### src/rtl/sort_if.sv
// Handshake and data bundle between the input stage, the sort engine and
// the display/output stage.
interface sort_if #(
    parameter int WIDTH = 4
) ();
    logic             start;
    logic [WIDTH-1:0] unsorted_num0;
    logic [WIDTH-1:0] unsorted_num1;
    logic [WIDTH-1:0] unsorted_num2;
    logic [WIDTH-1:0] unsorted_num3;
    logic [WIDTH-1:0] sorted_num0;
    logic [WIDTH-1:0] sorted_num1;
    logic [WIDTH-1:0] sorted_num2;
    logic [WIDTH-1:0] sorted_num3;
    logic             busy;
    logic             done;
    logic [2:0]       swap_count;

    // Side that requests sorts and consumes results.
    modport master (
        output start,
        output unsorted_num0, unsorted_num1, unsorted_num2, unsorted_num3,
        input  sorted_num0, sorted_num1, sorted_num2, sorted_num3,
        input  busy, done, swap_count
    );

    // The sort engine itself.
    modport slave (
        input  start,
        input  unsorted_num0, unsorted_num1, unsorted_num2, unsorted_num3,
        output sorted_num0, sorted_num1, sorted_num2, sorted_num3,
        output busy, done, swap_count
    );
endinterface

### src/rtl/sort_engine.sv
// Four-element sequential bubble sort: captures the inputs on start, runs
// six fixed compare/swap steps (one per clock), then publishes the result
// with a one-cycle done pulse. The published result is held while a new
// sort is in flight.
module sort_engine #(
    parameter int WIDTH      = 4,
    parameter bit DESCENDING = 1'b0
) (
    input logic  clk,
    input logic  rst,
    sort_if.slave bus
);

    typedef enum logic [1:0] {
        IDLE = 2'd0,
        SORT = 2'd1,
        DONE = 2'd2
    } state_t;

    state_t           state;
    state_t           next_state;

    logic [WIDTH-1:0] w0, w1, w2, w3;
    logic [2:0]       step;
    logic [2:0]       count;

    logic [WIDTH-1:0] pair_a;
    logic [WIDTH-1:0] pair_b;
    logic             swap;

    // True when the pair (a,b) is out of order for the selected direction;
    // equal values are never considered out of order.
    function automatic logic out_of_order(input logic [WIDTH-1:0] a,
                                          input logic [WIDTH-1:0] b);
        if (DESCENDING)
            return (a < b);
        else
            return (a > b);
    endfunction

    // State register.
    always_ff @(posedge clk or posedge rst) begin
        if (rst)
            state <= IDLE;
        else
            state <= next_state;
    end

    // Next-state logic: start is only honoured from IDLE, so requests made
    // while busy are dropped rather than queued.
    always_comb begin
        next_state = state;
        case (state)
            IDLE: if (bus.start) next_state = SORT;
            SORT: if (step >= 3'd5) next_state = DONE;
            DONE: next_state = IDLE;
            default: next_state = IDLE;
        endcase
    end

    // Output logic: busy covers both SORT and DONE, so it has already fallen
    // in the cycle where done is visible.
    always_comb begin
        bus.busy = (state != IDLE);
    end

    // Pair selection for the current step; unreachable steps 6..7 behave as
    // step 5 so the network can never touch a wrong pair.
    always_comb begin
        pair_a = w0;
        pair_b = w1;
        case (step)
            3'd0: begin pair_a = w0; pair_b = w1; end
            3'd1: begin pair_a = w1; pair_b = w2; end
            3'd2: begin pair_a = w2; pair_b = w3; end
            3'd3: begin pair_a = w0; pair_b = w1; end
            3'd4: begin pair_a = w1; pair_b = w2; end
            default: begin pair_a = w0; pair_b = w1; end
        endcase
        swap = out_of_order(pair_a, pair_b);
    end

    // Working registers, step index and swap counter: loaded on an accepted
    // start, updated one compare/swap per clock during SORT.
    always_ff @(posedge clk or posedge rst) begin
        if (rst) begin
            w0    <= '0;
            w1    <= '0;
            w2    <= '0;
            w3    <= '0;
            step  <= '0;
            count <= '0;
        end else begin
            case (state)
                IDLE: begin
                    if (bus.start) begin
                        w0    <= bus.unsorted_num0;
                        w1    <= bus.unsorted_num1;
                        w2    <= bus.unsorted_num2;
                        w3    <= bus.unsorted_num3;
                        step  <= '0;
                        count <= '0;
                    end
                end
                SORT: begin
                    if (swap) begin
                        case (step)
                            3'd1, 3'd4: begin w1 <= w2; w2 <= w1; end
                            3'd2:       begin w2 <= w3; w3 <= w2; end
                            default:    begin w0 <= w1; w1 <= w0; end
                        endcase
                        // At most six swaps fit in six steps, so 3 bits
                        // cannot overflow.
                        count <= count + 3'd1;
                    end
                    if (step < 3'd5)
                        step <= step + 3'd1;
                end
                default: ;
            endcase
        end
    end

    // Result registers and done pulse: updated only on the DONE edge so the
    // downstream stage sees a stable result during the next sort.
    always_ff @(posedge clk or posedge rst) begin
        if (rst) begin
            bus.sorted_num0 <= '0;
            bus.sorted_num1 <= '0;
            bus.sorted_num2 <= '0;
            bus.sorted_num3 <= '0;
            bus.swap_count  <= '0;
            bus.done        <= 1'b0;
        end else begin
            bus.done <= 1'b0;
            if (state == DONE) begin
                bus.sorted_num0 <= w0;
                bus.sorted_num1 <= w1;
                bus.sorted_num2 <= w2;
                bus.sorted_num3 <= w3;
                bus.swap_count  <= count;
                bus.done        <= 1'b1;
            end
        end
    end

endmodule

### src/flat_wrapper.sv
// flat-port wrapper written by rule: the top's interface ports become plain ports
module sort_engine_flat 
#(
    parameter int WIDTH      = 4,
    parameter bit DESCENDING = 1'b0
)
  (clk, rst, bus_start, bus_unsorted_num0, bus_unsorted_num1, bus_unsorted_num2, bus_unsorted_num3, bus_sorted_num0, bus_sorted_num1, bus_sorted_num2, bus_sorted_num3, bus_busy, bus_done, bus_swap_count);
  sort_if #(.WIDTH(WIDTH)) bus_i ();
  input logic clk;
  input logic rst;
  input wire logic [$bits(bus_i.start)-1:0] bus_start;
  input wire logic [$bits(bus_i.unsorted_num0)-1:0] bus_unsorted_num0;
  input wire logic [$bits(bus_i.unsorted_num1)-1:0] bus_unsorted_num1;
  input wire logic [$bits(bus_i.unsorted_num2)-1:0] bus_unsorted_num2;
  input wire logic [$bits(bus_i.unsorted_num3)-1:0] bus_unsorted_num3;
  output wire logic [$bits(bus_i.sorted_num0)-1:0] bus_sorted_num0;
  output wire logic [$bits(bus_i.sorted_num1)-1:0] bus_sorted_num1;
  output wire logic [$bits(bus_i.sorted_num2)-1:0] bus_sorted_num2;
  output wire logic [$bits(bus_i.sorted_num3)-1:0] bus_sorted_num3;
  output wire logic [$bits(bus_i.busy)-1:0] bus_busy;
  output wire logic [$bits(bus_i.done)-1:0] bus_done;
  output wire logic [$bits(bus_i.swap_count)-1:0] bus_swap_count;
  assign bus_i.start = bus_start;
  assign bus_i.unsorted_num0 = bus_unsorted_num0;
  assign bus_i.unsorted_num1 = bus_unsorted_num1;
  assign bus_i.unsorted_num2 = bus_unsorted_num2;
  assign bus_i.unsorted_num3 = bus_unsorted_num3;
  assign bus_sorted_num0 = bus_i.sorted_num0;
  assign bus_sorted_num1 = bus_i.sorted_num1;
  assign bus_sorted_num2 = bus_i.sorted_num2;
  assign bus_sorted_num3 = bus_i.sorted_num3;
  assign bus_busy = bus_i.busy;
  assign bus_done = bus_i.done;
  assign bus_swap_count = bus_i.swap_count;
  sort_engine #(.WIDTH(WIDTH), .DESCENDING(DESCENDING)) u_core (.clk(clk), .rst(rst), .bus(bus_i));
endmodule
### config.mk
export PLATFORM = sky130hd
export DESIGN_NAME = sort_engine_flat
export DESIGN_NICKNAME = d
export VERILOG_FILES = /design/src/rtl/sort_if.sv /design/src/rtl/sort_engine.sv /design/src/flat_wrapper.sv
export SDC_FILE = /design/constraint.sdc
export NUM_CORES = 1
export LEC_CHECK = 0
export CORE_ASPECT_RATIO = 1.5
export CORE_UTILIZATION = 40
export CTS_CLUSTER_SIZE = 40
export DETAILED_ROUTE_END_ITERATION = 6
export PLACE_DENSITY = 0.65
export REMOVE_ABC_BUFFERS = 1
export SYNTH_ARGS = -nofsm -noshare
export SYNTH_HDL_FRONTEND = slang
export SYNTH_SLANG_ARGS = --single-unit
### constraint.sdc
create_clock -name clk -period 3.05 [get_ports clk]
set_input_delay 0.305 -clock clk [delete_from_list [all_inputs] [get_ports clk]]
set_output_delay 0.305 -clock clk [all_outputs]
set_load 0.05 [all_outputs]
==> results of run 1 <==
[cell families after synthesis]
logic type | Yosys count
compound gates | 83
flops | 44
simple gates | 37
buf+inv | 24
mux | 22
fa+ha+maj | 9
[layout make-up]
type | count | area, µm² | share of cell area, %
flip-flops and latches | 44 | 1100 | 36.4
multi-input cells | 151 | 1190 | 39.4
clock buffers | 6 | 82.6 | 2.72
clock inverters | 2 | 38.8 | 1.28
inverters | 12 | 45.0 | 1.49
repair buffers | 49 | 478 | 15.8
well taps | 72 | 90.1 | 2.97
[registers in the layout, summed over array words and instances, names as in the netlist, 3 cells and up]
| register | count |
|---|---|
| u_core.bus.sorted_num0 | 4 |
| u_core.bus.sorted_num1 | 4 |
| u_core.bus.sorted_num2 | 4 |
| u_core.bus.sorted_num3 | 4 |
| u_core.bus.swap_count | 3 |
| u_core.count | 3 |
| u_core.step | 3 |
| u_core.w0 | 4 |
| u_core.w1 | 4 |
| u_core.w2 | 4 |
| u_core.w3 | 4 |
[how the worst max path moves through the flow]
stage / from / to / depth (start not counted)
3_3_place_gp: u_core.step[1]$_DFFE_PP0P_ / u_core.w1[0]$_DFFE_PP0P_ / 10
2_1_floorplan: u_core.step[0]$_DFFE_PP0P_ / u_core.w1[0]$_DFFE_PP0P_ / 10
4_1_cts: u_core.step[1]$_DFFE_PP0P_ / u_core.w3[0]$_DFFE_PP0P_ / 10
5_1_grt: u_core.step[0]$_DFFE_PP0P_ / u_core.w3[0]$_DFFE_PP0P_ / 10
6_report: u_core.step[1]$_DFFE_PP0P_ / u_core.w3[0]$_DFFE_PP0P_ / 10
3_5_place_dp: u_core.step[1]$_DFFE_PP0P_ / u_core.w1[0]$_DFFE_PP0P_ / 10
[synth_stat cells (3+ instances only)]
library cell and instances:
and2_1 3, nand2_1 10, mux2_2 15, buf_2 6
a211oi_2 3, a21oi_1 15, nor2_1 12, a22oi_1 9
nor2b_1 3, o22a_1 9, dfrtp_1 44, mux2i_1 7
inv_1 12, a222oi_1 5, o2bb2ai_1 4, o21ai_0 11
clkbuf_1 3, o22ai_1 4, ha_1 9, a21o_1 3
a2bb2oi_1 3, a31oi_1 4
[metrics by stage]
stage | cells | utilization, % | TNS, ns
floorplan | 207 | - | -0.307
global placement | 324 | 49.2 | -0.0160
detailed placement | 324 | 49.2 | -0.0629
CTS | 332 | 51.3 | 0
global route | 336 | 52.4 | -0.0860
finish | 336 | 52.4 | 0
[worst reg2reg max path: cells and delay by family (launching register included)]
kind / cells / cell delay [ns]
buf+inv: 1 / 0.08
fa+ha+maj: 2 / 0.48
flops: 1 / 0.43
simple gates: 2 / 0.49
compound gates: 5 / 1.33
[repair_timing]
| item | 4_1_cts | 5_1_grt |
|---|---|---|
| buffers inserted | 0 | 4 |
| pin swaps | 0 | 4 |
| endpoints found under the setup margin | 12 | 19 |
| resized for setup | 1 | 8 |
[layer usage]
layer / up-vias / wire, µm
li1: 904 / -
met1: 949 / 2240
met2: 64 / 2870
met3: 6 / 243
met4: 0 / 61
met5: - / 0
==> metrics, run 1 <==
Placed Area=about 2800 µm²; worst slew pin tran=between 0.7 and 0.8 ns; Synth Area in Compound Gates=26.0%; GR Overflow Total=0; WP buf/inv=1; clock-pin slew on the worst setup and hold paths=0.09 ns; met1 GRT Util=22.4%; simple-gate share of the synthesized area=8.00%; worst path cell trace=inv_1 -> ha_1 -> o21ba_2 -> or2_1 -> o21ai_1 -> ha_1 -> nor2b_1 -> o211ai_4 -> a211oi_2 -> o2bb2a_1; Worst setup SP type=register; Crit Path Max Fanout=8; Antenna Violating Nets Remaining=0; R2R depth=10; critical path required time=3.23 ns; Most common cell on crit path=ha_1; status=completed; global route hottest layer=met2; R2R Setup Slk=0.14 ns; mux contribution to synthesized area=around a tenth; mapped cell area=2380 µm²; CTS H-tree depth=2; Syn Area/Cell=between 10 and 15 µm²; Yosys reg bits=44; slowest stage delay, CP=0.43 ns; fin crit share=a little over nine tenths; Rel. slew slack=between 40 and 50%; CP Data Arrival Time=3.10 ns; initial antenna violation count=0; Peak Freq=roughly 340 MHz; largest delay contributor family on the critical path=compound AO/OA/AOI/OAI gates; hold crit path type=primary input to async pin; first-pass GRT wire length=approximately 8800 µm; final setup fails=0; fraction of layout cells with a size suffix above 1=18.2%; core box area=~5800 µm²; Rows=34; Synth top area share=46.3%; leading area contributor after synthesis=dfrtp_1; Synth Area in Adders=4.73%; Hold Buf Count CTS=0; met3 Use GR=1.53%; worst setup margin=about 0.14 ns; RSZ-0062 raised after global routing=true; Clock Latency Late Sink=0.30 ns; Buffers on Ports=39; hold_ws=0.353 ns; First DRT Iteration DRCs=between 150 and 200; Post-synth ARST share=100%; die area=6270 µm²; Tot GR Track Use=18.5%; ys flop type=dfrtp_1; CP max stage cell=dfrtp_2; CP Capture Type=register; Vias=1,923; TritonCTS clock tree=done; crit path time final=2.91 ns; routed length per instance=around 16 µm; Clock Sinks=44; reg2reg start=u_core.step[1]$_DFFE_PP0P_; reg-to-reg endpoint=u_core.w3[0]$_DFFE_PP0P_; Post-route DRC=0; ant diodes=0; Placer Congestion=~0.86; routing usage on met2=~34%; # IOs=40; design area=between 3000 and 4000 µm²; number of synthesized flops with an enable pin=0; Place WS=-0.0306 ns; FILL cells=~560; Cells after Synth=219; vias in the first global route=1,809; nets=291; DIE HEIGHT=approximately 96 µm; TritonRoute pass-1 iters=5; sequential area share after synthesis=46.3%; CTS Root Cell=clkbuf_8; synth top area cells=dfrtp_1 46%, mux2_2 7.1%, ha_1 4.7%; Area Growth Syn to Fin=27.5%; max cap viols=0; critical path class=register to register; post-DR vias/cell=around 5.7; total CTS buffers=5; worst clock skew=roughly 0.005 ns; distinct cell type count after synthesis=43; maximum root-to-sink buffer count=2; commonest non-fill, non-tap cell in the layout=dfrtp_1; largest family of logic cells by synthesized area=compound AO/OA/AOI/OAI gates; Die W=65.0 µm; yosys warns=0; Starting Density=41.1%; largest net degree at the start of global routing=26; most frequent cells in the layout=42 x dfrtp_1, 39 x clkdlybuf4s50_1, 15 x a21oi_1, 15 x mux2_2; Pins Over Slew Limit=0; Total Wirelength=5420 µm; detailed placement HPWL=3930 µm; Synth Area in XOR/XNOR=0%; Fin. Hold Viols=0
Power of run 1 is not shown: default switching activity piles up to over one toggle a cycle in this logic, so the estimate is an artifact.
==> inputs of run 2 (changes only) <==
--- a/config.mk
+++ b/config.mk
@@ -7,7 +7,7 @@
 export LEC_CHECK = 0
 export CORE_ASPECT_RATIO = 1.5
 export CORE_UTILIZATION = 40
-export CTS_CLUSTER_SIZE = 40
+export CTS_CLUSTER_SIZE = 8
 export DETAILED_ROUTE_END_ITERATION = 6
 export PLACE_DENSITY = 0.65
 export REMOVE_ABC_BUFFERS = 1
==> results of run 2 <==
Final layout, timing and power as in run 1 (identical DEF).
Power of run 2 is left out for the same reason.
==> inputs of run 3 (changes only) <==
--- a/config.mk
+++ b/config.mk
@@ -5,6 +5,7 @@
 export SDC_FILE = /design/constraint.sdc
 export NUM_CORES = 1
 export LEC_CHECK = 0
+export ABC_AREA = 0
 export CORE_ASPECT_RATIO = 1.5
 export CORE_UTILIZATION = 40
 export CTS_CLUSTER_SIZE = 8
==> results of run 3 <==
Final layout, timing and power as in run 1 (identical DEF).
Power of run 3 is left out for the same reason.
